### config.mk
export PLATFORM = sky130hd
export DESIGN_NAME = mem_arbiter
export DESIGN_NICKNAME = d
export VERILOG_FILES = /design/src/rtl/mem_arb_pkg.sv /design/src/rtl/rr_arbiter.sv /design/src/rtl/mem_arbiter.sv
export SDC_FILE = /design/constraint.sdc
export NUM_CORES = 1
export LEC_CHECK = 0
export ABC_AREA = 1
export CORE_AREA = 2 2 116 118
export DETAILED_ROUTE_END_ITERATION = 8
export DIE_AREA = 0 0 118 120
export PLACE_DENSITY = 0.8
export SKIP_LAST_GASP = 1
export SLEW_MARGIN = 20
export SYNTH_ARGS = -nofsm -noshare
export SYNTH_HDL_FRONTEND = slang
export SYNTH_SLANG_ARGS = --single-unit
### constraint.sdc
create_clock -name clk_i -period 3.35 [get_ports clk_i]
set_input_delay 0.8375 -clock clk_i [delete_from_list [all_inputs] [get_ports clk_i]]
set_output_delay 0.8375 -clock clk_i [all_outputs]
set_load 0.02 [all_outputs]
### src/rtl/mem_arb_pkg.sv
// Shared types for the block-RAM round-robin arbiter.
// Holds the FSM state encoding and the index-width helper.
package mem_arb_pkg;

    typedef enum logic [1:0] {
        IDLE  = 2'd0,
        WRITE = 2'd1,
        READ  = 2'd2,
        RDATA = 2'd3
    } state_t;

    // Width of a requester index; never below one bit.
    function automatic int idx_width(input int num_req);
        return (num_req > 1) ? $clog2(num_req) : 1;
    endfunction

endpackage

### src/rtl/rr_arbiter.sv
// Combinational round-robin picker: first set request at or above ptr,
// wrapping modulo NUM_REQ. Returns one-hot grant, binary index and a valid flag.
module rr_arbiter
    import mem_arb_pkg::*;
#(
    parameter int NUM_REQ = 4,
    parameter int IDX_W   = idx_width(NUM_REQ)
) (
    input  logic [NUM_REQ-1:0] req,
    input  logic [IDX_W-1:0]   ptr,
    output logic [NUM_REQ-1:0] gnt,
    output logic [IDX_W-1:0]   idx,
    output logic               valid
);

    localparam logic [IDX_W:0] NUM_REQ_W = (IDX_W + 1)'(NUM_REQ);

    logic [IDX_W:0]   sum;
    logic [IDX_W-1:0] cand;

    always_comb begin
        gnt   = '0;
        idx   = '0;
        valid = 1'b0;
        sum   = '0;
        cand  = '0;
        for (int i = 0; i < NUM_REQ; i++) begin
            // ptr is always below NUM_REQ, so a single subtraction wraps
            sum = {1'b0, ptr} + (IDX_W + 1)'(i);
            if (sum >= NUM_REQ_W) begin
                sum = sum - NUM_REQ_W;
            end
            cand = sum[IDX_W-1:0];
            if (!valid && req[cand]) begin
                valid     = 1'b1;
                gnt[cand] = 1'b1;
                idx       = cand;
            end
        end
    end

endmodule

### src/rtl/mem_arbiter.sv
// Round-robin arbiter sharing one single-port BRAM among NUM_REQ requesters.
// One transaction at a time: grant in IDLE, then a WRITE strobe or a READ + RDATA pair.
module mem_arbiter
    import mem_arb_pkg::*;
#(
    parameter int NUM_REQ    = 4,
    parameter int ADDR_WIDTH = 10,
    parameter int DATA_WIDTH = 32
) (
    input  logic                             clk_i,
    input  logic                             rst_ni,
    input  logic [NUM_REQ-1:0]               req_i,
    input  logic [NUM_REQ-1:0]               we_i,
    input  logic [NUM_REQ*ADDR_WIDTH-1:0]    addr_i,
    input  logic [NUM_REQ*DATA_WIDTH-1:0]    wdata_i,
    output logic [NUM_REQ-1:0]               gnt_o,
    output logic [NUM_REQ-1:0]               rvalid_o,
    output logic [DATA_WIDTH-1:0]            rdata_o,
    output logic                             busy_o,
    output logic                             mem_en_o,
    output logic                             mem_we_o,
    output logic [ADDR_WIDTH-1:0]            mem_addr_o,
    output logic [DATA_WIDTH-1:0]            mem_wdata_o,
    input  logic [DATA_WIDTH-1:0]            mem_rdata_i
);

    localparam int IDX_W = idx_width(NUM_REQ);

    state_t           state_q;
    state_t           state_d;
    logic [IDX_W-1:0] rr_ptr_q;
    logic [IDX_W-1:0] winner_q;
    logic             we_q;

    logic [NUM_REQ-1:0] arb_gnt;
    logic [IDX_W-1:0]   win_idx;
    logic               arb_valid;
    logic               take;

    logic [ADDR_WIDTH-1:0] addr_arr  [NUM_REQ];
    logic [DATA_WIDTH-1:0] wdata_arr [NUM_REQ];

    for (genvar k = 0; k < NUM_REQ; k++) begin : g_unpack
        assign addr_arr[k]  = addr_i[k*ADDR_WIDTH +: ADDR_WIDTH];
        assign wdata_arr[k] = wdata_i[k*DATA_WIDTH +: DATA_WIDTH];
    end

    rr_arbiter #(
        .NUM_REQ (NUM_REQ),
        .IDX_W   (IDX_W)
    ) u_rr_arbiter (
        .req   (req_i),
        .ptr   (rr_ptr_q),
        .gnt   (arb_gnt),
        .idx   (win_idx),
        .valid (arb_valid)
    );

    // A grant is only issued from IDLE and never while reset is held
    assign take = (state_q == IDLE) && arb_valid && rst_ni;

    always_ff @(posedge clk_i) begin
        if (!rst_ni) begin
            state_q <= IDLE;
        end else begin
            state_q <= state_d;
        end
    end

    always_comb begin
        state_d  = state_q;
        gnt_o    = '0;
        rvalid_o = '0;
        mem_en_o = 1'b0;
        mem_we_o = 1'b0;
        case (state_q)
            IDLE: begin
                if (take) begin
                    gnt_o   = arb_gnt;
                    state_d = we_i[win_idx] ? WRITE : READ;
                end
            end
            WRITE: begin
                mem_en_o = 1'b1;
                mem_we_o = we_q;
                state_d  = IDLE;
            end
            READ: begin
                mem_en_o = 1'b1;
                state_d  = RDATA;
            end
            RDATA: begin
                rvalid_o[winner_q] = 1'b1;
                state_d            = IDLE;
            end
            default: state_d = IDLE;
        endcase
    end

    // Capture registers; mem_addr_o/mem_wdata_o hold their value between grants
    always_ff @(posedge clk_i) begin
        if (!rst_ni) begin
            rr_ptr_q    <= '0;
            winner_q    <= '0;
            we_q        <= 1'b0;
            mem_addr_o  <= '0;
            mem_wdata_o <= '0;
        end else if (take) begin
            winner_q    <= win_idx;
            we_q        <= we_i[win_idx];
            mem_addr_o  <= addr_arr[win_idx];
            mem_wdata_o <= wdata_arr[win_idx];
            if (win_idx == IDX_W'(NUM_REQ - 1)) begin
                rr_ptr_q <= '0;
            end else begin
                rr_ptr_q <= win_idx + 1'b1;
            end
        end
    end

    assign busy_o  = (state_q != IDLE);
    assign rdata_o = mem_rdata_i;

endmodule

==> results of run 1 <==
-- synth_stat cells (9+ instances only) --
master,instances,share of area (%)
o21ai_1,39,5.0
o211ai_2,9,2.9
inv_1,33,3.2
buf_2,13,1.7
or2_1,19,3.0
o211ai_1,11,2.1
buf_4,39,7.5
nor2_1,84,8.1
nand2_2,10,1.6
clkbuf_1,13,1.2
ha_1,12,3.8
o21ai_0,26,3.3
nand3_1,76,9.7
o22ai_1,26,4.2
dfxtp_1,49,25
nand2_1,85,8.1
-- flip-flops by register name, indices dropped and copies added, names as in the netlist --
register     cells
mem_wdata_o     32
mem_addr_o      10
rr_ptr_q         2
state_q          2
winner_q         2
we_q             1
-- worst min-delay path: cells and delay by family, from the launching register on --
kind	cells	cell delay, ps
flip-flops	1	310
AND/OR/NAND/NOR	2	120
-- stage by stage --
step	worst slack (ps)	TNS, ps	area, um2	total power [mW]
after floorplan	346	0	3920	4.09
after global placement	-285	-1120	6180	5.45
after detailed placement	-334	-1250	6180	5.52
after CTS	-24.8	-24.8	6330	6.04
after global routing	9.56	0	6320	6.55
final	102	0	6320	5.99
-- kinds of logic (layout without fill, tap and decap cells) --
| kind of cell | count (synthesis) | count (layout) |
|---|---|---|
| compound gates | 124 | 124 |
| fa+ha+maj | 12 | 12 |
| buf+inv | 108 | 297 |
| flops | 49 | 49 |
| simple gates | 296 | 296 |
-- metal layers --
metal  up-vias  track usage [%]  routed length [um]
met5         -                0                   0
met4         0             6.70                 296
met3        24             4.90                1000
met2       202             35.0                7030
met1      2100             22.3                5650
li1       2323                -                   -
-- final cells by class --
type                    instances  area [um2]
flip-flops and latches         49         981
fillers                      1284        6660
inverters                      38         153
well taps                     176         220
multi-input cells             432        2340
clock inverters                 1        7.51
clock buffers                   7         133
repair buffers                251        2490
-- what timing repair did --
action                     CTS  global route
pin swaps                    0             3
hold endpoints to repair     0             0
setup endpoints to repair    4             4
gates resized for setup     10            13
-- path summary, 6_finish.rpt --
kind / slack [ps] / startpoint / to
worst max-delay path: 100 / req_i[2] / gnt_o[2]
worst min register to register: 470 / mem_wdata_o[12] / mem_wdata_o[12]
worst max register to register: 690 / rr_ptr_q[0] / mem_wdata_o[8]
worst min-delay path: 470 / mem_wdata_o[12] / mem_wdata_o[12]
-- where the power goes --
part / internal, mW / leakage (nW) / switching [mW]
Clock: 0.278 / 0.0641 / 0.218
Sequential: 0.819 / 0.406 / 0.114
Combinational: 1.75 / 2.21 / 2.81
Total: 2.85 / 2.68 / 3.14
==> summary.md, run 1 <==
| Metric | Value |
|---|---|
| Vias after detailed routing | `4649` |
| Clk Latency, worst-skew pair | `290 ps` |
| Largest net degree at the start of global routing | `53` |
| Clock Sinks | `49` |
| Area delta synth->final | `61.6%` |
| Xor/xnor share of the synthesized area | `0%` |
| Arr. time, crit path | `2410 ps` |
| Syn Nets | `811` |
| Number of synthesized register bits | `49` |
| Initial core utilization | `30.2%` |
| Period utilization | `97.0%` |
| Most frequent cells in the layout | `222 x clkdlybuf4s50_1, 85 x nand2_1, 84 x nor2_1` |
| Layout cells sized above 1 | `9.77%` |
| Post-CTS Repair Setup Buffers | `0` |
| Yosys warning total | `0` |
| CTS tree | `built` |
| Clock transition at path regs | `60 ps` |
| CP max-delay cell | `clkdlybuf4s50_1` |
| Core area | `0.0130 mm2` |
| I/O Buffers | `230` |
| Vias in the first global route | `4489` |
| Row count | `42` |
| Yosys cell types | `34` |
| Slew margin rel. | `63.6%` |
| Cells after Synth | `589` |
| Max Clk Rate | `308 MHz` |
| 1st-pass router iterations | `4` |
| Maximum clock path buffer count | `2` |
| Post-synthesis mux area share | `0%` |
| Crit-path max cell delay | `450 ps` |
| Final core utilization | `48.7%` |
| GRT Total Usage | `19.4%` |
| RSZ-0062 raised after global routing | `false` |
| FF-to-FF path depth | `15` |
| H-tree levels | `2` |
| Worst setup SP type | `input pin` |
| Initial DRC count | `181` |
| Antenna Nets Post-Route | `0` |
| Hold WC Path Type | `flip-flop to flip-flop` |
| Cell breakdown of the critical path | `clkdlybuf4s50_1, inv_1, nand2_2, nand3_2, nand2_4, inv_4, nand2_2, nor2_4, buf_4, nand3_1, nand2_1, nand2_1, inv_1, clkbuf_2` |
| Crit Path Max Fanout | `5` |
| Final setup viols | `0` |
| Most common cell after layout, fill and taps aside | `clkdlybuf4s50_1` |
| IO Pins | `295` |
| Die area | `0.0142 mm2` |
| VDD IR max | `0.000765 V` |
| Antenna Cells | `0` |
| Worst setup EP type | `primary output` |
| Hold path depth | `2` |
| DIE WIDTH | `118 um` |
| Fin. Hold Viols | `0` |
| Gr ovfl total | `0` |
| Root Buffer | `clkbuf_16` |
| Crit path depth | `14` |
| First-pass GRT wire length | `22300 um` |
| CTS buffer count | `5` |
| Post-synth EDFFs | `0` |
| Power density cells | `947 mW/mm2` |
| Placed Cells | `946` |
| Routed length per instance | `14.7 um` |
| Routability cong. | `0.894` |
| Synth Area in Adders | `3.84%` |
| Hpwl dp | `10400 um` |
| Max Slew Vio Count | `0` |
| Fin nets | `999` |
| Hold-fix buffers, CTS | `0` |
| Post-synthesis simple-gate area fraction | `35.9%` |
| Die height | `120 um` |
| Remaining DRCs | `0` |
| Async SR Flop Fraction | `0%` |
| CP bufs+invs | `6` |
| Non-filler cells in the finished layout | `954` |
| Vias per cell | `4.87` |
| Worst setup path class | `input pin to primary output` |
| Worst-Margin Slew | `546 ps` |
| CP top delay family | `buffers and inverters` |
| Synth Area in Compound Gates | `19.7%` |
| Status | `finished, final reports clean` |
| Minimum clock period | `3250 ps` |
| Primary FF master, synth | `dfxtp_1` |
| Synthesized area | `0.00392 mm2` |
| Main combinational cell family by area after synthesis | `simple AND/OR/NAND/NOR gates` |
| Final WL | `14000 um` |
| Leak pwr | `2.68 nW` |
| Mean Syn Cell Area | `6.65 um2` |
| Initial antenna violation count | `0` |
| WP data required | `2510 ps` |
| Post-synthesis sequential area ratio | `25.1%` |
| Hold slack | `473 ps` |
| Clock skew | `4.43 ps` |
| Max-Cap Viols | `0` |
No activity file was read; power rests on OpenSTA's default activity.
==> run 2: changes to the inputs <==
- REMOVE_ABC_BUFFERS: unset -> 1
==> summary.md, run 2 (synthesis gave the netlist of run 1 again) <==
| Metric | Value |
|---|---|
| Status | `finished, final reports clean` |
| Internal Power | `2.89 mW (+1.6%)` |
| Most common cell after layout, fill and taps aside | `clkdlybuf4s50_1` |
| Max Clk Rate | `333 MHz (+8.1%)` |
| RSZ-0062 raised after global routing | `false` |
| Root Buffer | `clkbuf_16` |
| Top Registers | `mem_wdata_o (32), mem_addr_o (10)` |
| Core area | `0.0130 mm2 (unchanged)` |
| Initial core utilization | `30.2% (unchanged)` |
| Clock skew | `9.02 ps (+4.59 ps)` |
| Placed Cells | `948 (+0.21%)` |
| Period utilization | `89.7% (-7.2 points)` |
| Routed length per instance | `15.7 um (+7.0%)` |
| First-pass GRT wire length | `23600 um (+5.5%)` |
| Vias per cell | `4.89 (+0.29%)` |
| Combinational Power Share | `76.0% (-0.2 points)` |
| Worst setup path class | `flip-flop to primary output` |
| Vias in the first global route | `4569 (+1.8%)` |
| Worst setup EP type | `primary output` |
| Antenna Cells | `0 (unchanged)` |
| CTS tree | `built` |
| Number of flip-flops in the largest register | `32 (unchanged)` |
| Area delta synth->final | `62.4%` |
| Most frequent cells in the layout | `221 x clkdlybuf4s50_1, 85 x nand2_1, 84 x nor2_1` |
| Crit Path Max Fanout | `5 (unchanged)` |
| Switching share of power | `51.9% (-0.58 points)` |
| Register area | `981 um2 (unchanged)` |
| Setup Slack @ Placement | `-336 ps (-2.00 ps)` |
| GRT Total Usage | `20.8% (+1.4 points)` |
| Vias after detailed routing | `4677 (+0.60%)` |
| Leak pwr | `2.71 nW (+1.3%)` |
| Worst-Margin Slew | `536 ps (-10.0 ps)` |
| Worst setup SP type | `flip-flop` |
| Non-filler cells in the finished layout | `957 (+0.31%)` |
| Remaining DRCs | `0 (unchanged)` |
| Row count | `42 (unchanged)` |
| Dpl cell area | `0.00621 mm2 (+0.45%)` |
| Initial DRC count | `220 (+22%)` |
| Fin. Hold Viols | `0 (unchanged)` |
| H-tree levels | `2 (unchanged)` |
| Sw power | `3.12 mW (-0.77%)` |
| Filler Cells Inserted | `1286 (+0.16%)` |
| Design area | `0.00636 mm2 (+0.51%)` |
| Power density cells | `946 mW/mm2 (-0.17%)` |
| Clock transition at path regs | `60 ps (about the same)` |
| Antenna Nets Post-Route | `0 (unchanged)` |
| Layout cells sized above 1 | `10.1% (+0.35 points)` |
| WP data required | `2510 ps (about the same)` |
| Gr ovfl total | `0 (unchanged)` |
| Final setup viols | `0 (unchanged)` |
| Total chip power | `6.01 mW (+0.35%)` |
| Minimum clock period | `3010 ps (-243 ps)` |
| Routability cong. | `0.839 (-6.1%)` |
| Hold WC Path Type | `flip-flop to flip-flop` |
| Fin nets | `1002 (+0.30%)` |
| Final worst setup slack | `344 ps (+243 ps)` |
| Die height | `120 um (unchanged)` |
| Clk Latency, worst-skew pair | `290 ps (about the same)` |
| Max Slew Vio Count | `0 (unchanged)` |
| Slew margin rel. | `64.3% (+0.67 points)` |
| Final WL | `15000 um (+7.3%)` |
| Sequential share of power | `15.5% (about the same)` |
| Clock Sinks | `49 (unchanged)` |
| DIE WIDTH | `118 um (unchanged)` |
| Multi-input logic area | `0.00233 mm2 (-0.43%)` |
| IO Pins | `295 (unchanged)` |
| Maximum clock path buffer count | `2 (unchanged)` |
| Largest register by flop count | `mem_wdata_o` |
| I/O Buffers | `230 (unchanged)` |
| Largest net degree at the start of global routing | `88 (+66%)` |
| Hpwl dp | `11400 um (+9.7%)` |
| VDD IR max | `0.000660 V (-14%)` |
| Max-Cap Viols | `0 (unchanged)` |
| Hold slack | `469 ps (-3.61 ps)` |
| 1st-pass router iterations | `4 (unchanged)` |
| Clock power share | `8.5% (+0.2 points)` |
| Arr. time, crit path | `2170 ps (-240 ps)` |
| Initial antenna violation count | `1 (+1)` |
| Die area | `0.0142 mm2 (unchanged)` |
| CTS buffer count | `5 (unchanged)` |
## run 2: changes by cell type in the layout (fill, tap and decap cells not counted), sizes merged
cell           delta
buf               +4
dlymetal6s2s      +1
inv               +1
clkdlybuf4s50     -1
clkinvlp          -1
clkbuf            -2
clkinv            +1
## run 2: metal layers
layer / vias up / wire, um / track usage [%]
met5: - / 82 / 5.15
met2: 203 / 6880 / 33.5
met4: 4 / 301 / 5.95
met1: 2120 / 6350 / 25.1
li1: 2325 / - / -
met3: 25 / 1390 / 8.79
## run 2: worst paths after layout
kind	from	slack, ps	cells after the start	endpoint
worst max-delay path	rr_ptr_q[0]	340	13	gnt_o[1]
worst min-delay path	mem_wdata_o[16]	470	2	mem_wdata_o[16]
worst max register to register	rr_ptr_q[0]	740	14	mem_wdata_o[11]
worst min register to register	mem_wdata_o[16]	470	2	mem_wdata_o[16]
## run 2: through the flow
step / util (%) / TNS (ps)
after detailed placement: 47.9 / -1320
after global placement: 47.9 / -1240
after global routing: 49.0 / 0
after floorplan: - / -12800
final: 49.0 / 0
after CTS: 49.0 / 0
## run 2: critical path, stage by stage (launching register included)
cell and delay (ps):
dfxtp_1 400, inv_6 40, ha_1 350, inv_1 150, nand3_1 110, nand2_2 130
nand2_2 90, nor2_4 140, buf_4 130, nand3_1 50, nand2_1 70, nand2_1 50
inv_1 50, buf_4 130
## run 2: final cells by class
cell class	instances	area share, %
clock buffers	6	2.03
inverters	38	2.40
well taps	176	3.46
flip-flops and latches	49	15.4
clock inverters	2	0.216
repair buffers	254	39.9
multi-input cells	432	36.6
## run 2: repair_timing
action                     CTS  global route
pin swaps                    0             3
setup buffers                0             1
hold buffers                 0             0
setup endpoints to repair    4             4
hold endpoints to repair     0             0
gates resized for setup     12            11
## run 2: power groups by stage
| stage | sequential [mW] | clock [mW] | combinational (mW) |
|---|---|---|---|
| detailed placement | 0.945 | 0 | 4.58 |
| global route | 0.955 | 0.547 | 5.06 |
| floorplan | 1.16 | 0 | 2.52 |
| finish | 0.932 | 0.508 | 4.57 |
| global placement | 0.937 | 0 | 4.55 |
| CTS | 0.932 | 0.528 | 4.59 |
==> run 3: changes to the inputs <==
- clock period: 3.35 -> 3.25 ns (I/O delays scaled with it)
==> summary.md, run 3 (synthesis gave the netlist of run 1 again) <==
| Metric | Value |
|---|---|
| Worst setup path class | `flip-flop to primary output` |
| Max Slew Vio Count | `0 (unchanged)` |
| Leak pwr | `2.71 nW (about the same)` |
| Largest register by flop count | `mem_wdata_o` |
| Arr. time, crit path | `2180 ps (about the same)` |
| Worst-Margin Slew | `527 ps (-9.11 ps)` |
| GRT Total Usage | `20.8% (+0.022 points)` |
| Combinational Power Share | `76.5% (+0.5 points)` |
| Routability cong. | `0.806 (-3.9%)` |
| I/O Buffers | `230 (unchanged)` |
| Placed Cells | `948 (unchanged)` |
| Fin. Hold Viols | `0 (unchanged)` |
| Max-Cap Viols | `0 (unchanged)` |
| Total chip power | `6.32 mW (+5.1%)` |
| Gr ovfl total | `0 (unchanged)` |
| Status | `finished, final reports clean` |
| Area delta synth->final | `63.3%` |
| Maximum clock path buffer count | `2 (unchanged)` |
| Period utilization | `92.1%` |
| Hold-fix buffers, CTS | `0 (unchanged)` |
| FF-to-FF path depth | `14 (unchanged)` |
| Sw power | `3.24 mW (+3.8%)` |
| Vias after detailed routing | `4658 (-0.41%)` |
| Routed length per instance | `15.7 um (+0.19%)` |
| Internal Power | `3.08 mW (+6.4%)` |
| Number of flip-flops in the largest register | `32 (unchanged)` |
| Clock transition at path regs | `60 ps (about the same)` |
| Final setup viols | `0 (unchanged)` |
| Non-filler cells in the finished layout | `956 (-0.10%)` |
| Top Registers | `mem_wdata_o (32), mem_addr_o (10)` |
| Clock Sinks | `49 (unchanged)` |
| Row count | `42 (unchanged)` |
| CTS buffer count | `5 (unchanged)` |
| Most common cell after layout, fill and taps aside | `clkdlybuf4s50_1` |
| Slew margin rel. | `64.9% (+0.61 points)` |
| Layout cells sized above 1 | `10.3% (+0.15 points)` |
| Clk Latency, worst-skew pair | `290 ps (about the same)` |
| Antenna Nets Post-Route | `0 (unchanged)` |
| Worst setup EP type | `primary output` |
| Dpl cell area | `0.00624 mm2 (+0.40%)` |
| IO Pins | `295 (unchanged)` |
| Post-CTS Repair Setup Buffers | `0 (unchanged)` |
| Worst setup SP type | `flip-flop` |
| Minimum clock period | `2990 ps` |
| VDD IR max | `0.000548 V (-17%)` |
| Clock skew | `7.31 ps (-1.71 ps)` |
| Die area | `0.0142 mm2 (unchanged)` |
| Root Buffer | `clkbuf_16` |
| Fin nets | `1001 (-0.10%)` |
| Filler Cells Inserted | `1342 (+4.4%)` |
| Vias in the first global route | `4575 (+0.13%)` |
| H-tree levels | `2 (unchanged)` |
| Die height | `120 um (unchanged)` |
| Largest net degree at the start of global routing | `86 (-2.3%)` |
| Remaining DRCs | `0 (unchanged)` |
| Switching share of power | `51.3% (-0.62 points)` |
| Final WL | `15000 um (about the same)` |
| 1st-pass router iterations | `4 (unchanged)` |
| Initial DRC count | `210 (-4.5%)` |
| Initial core utilization | `30.2% (unchanged)` |
| Setup Slack @ Placement | `-374 ps (-37.9 ps)` |
| Flop-to-flop setup slack | `560 ps (-180 ps)` |
| Core area | `0.0130 mm2 (unchanged)` |
| First-pass GRT wire length | `23500 um (-0.35%)` |
| Hold slack | `468 ps (-0.903 ps)` |
| RSZ-0062 raised after global routing | `false` |
| Final worst setup slack | `256 ps (-88.1 ps)` |
| Crit Path Max Fanout | `5 (unchanged)` |
| CTS tree | `built` |
| DIE WIDTH | `118 um (unchanged)` |
| Power density cells | `988 mW/mm2 (+4.5%)` |
| Vias per cell | `4.87 (-0.30%)` |
| Hold WC Path Type | `flip-flop to flip-flop` |
| Design area | `0.00639 mm2 (+0.59%)` |
| Hpwl dp | `11600 um (+1.3%)` |
| Hold path depth | `2 (unchanged)` |
| Most frequent cells in the layout | `221 x clkdlybuf4s50_1, 85 x nand2_1, 84 x nor2_1` |
| WP data required | `2440 ps (-70 ps)` |
| Max Clk Rate | `334 MHz` |
| Initial antenna violation count | `1 (unchanged)` |
| Sequential share of power | `15.2% (-0.3 points)` |
| Clock power share | `8.4% (about the same)` |
==> run 3: cell types whose count changed in the layout (fill, tap and decap cells not counted), sizes merged <==
cell	change
buf	-1
clkinv	-1
clkinvlp	+1
diode	+1
inv	-1
==> run 3: final cells by class <==
cell class              instances  area, um2  area share, %
clock inverters                 1       7.51          0.117
well taps                     176        220           3.44
clock buffers                   6        139           2.17
diodes                          1       2.50         0.0391
multi-input cells             432       2340           36.5
inverters                      38        153           2.39
repair buffers                253       2550           40.0
flip-flops and latches         49        981           15.3
==> run 3: metrics by stage <==
stage	utilization, %	TNS (ps)
finish	49.3	0
global route	49.2	0
CTS	49.0	0
detailed placement	48.1	-1470
global placement	48.1	-1390
floorplan	-	-17200
==> run 3: layer usage <==
layer / vias up / GRT usage, % / share of wire [%]
met5: - / 5.15 / 0.47
met4: 2 / 5.27 / 1.6
met3: 18 / 8.75 / 9.0
met2: 191 / 34.1 / 47
met1: 2122 / 24.9 / 42
li1: 2325 / - / -
==> run 3: worst max-delay path, cell delays in order, from the launching register on <==
cell     delay [ps]
dfxtp_1         400
inv_6            30
ha_1            370
inv_1           150
nand3_1         120
nand2_2         140
nand2_2         100
nor2_4          110
buf_4           130
nand3_1          60
nand2_1          60
nand2_1          50
inv_1            50
buf_4           130
==> run 3: power groups by stage <==
stage	Combinational (mW)	Clock [mW]	Sequential, mW
3_3_place_gp	4.80	0	0.965
3_5_place_dp	4.84	0	0.973
4_1_cts	4.84	0.552	0.959
2_1_floorplan	2.60	0	1.19
6_report	4.83	0.529	0.958
5_1_grt	5.35	0.571	0.984
==> run 3: repair_timing <==
item	in CTS	in global routing
endpoints found under the setup margin	4	4
pin swaps	0	2
gates resized for setup	16	11
==> run 3: path summary, 6_finish.rpt <==
check | end | start
min | mem_wdata_o[16] | mem_wdata_o[16]
min reg2reg | mem_wdata_o[16] | mem_wdata_o[16]
max | gnt_o[1] | rr_ptr_q[0]
max reg2reg | mem_wdata_o[11] | rr_ptr_q[0]
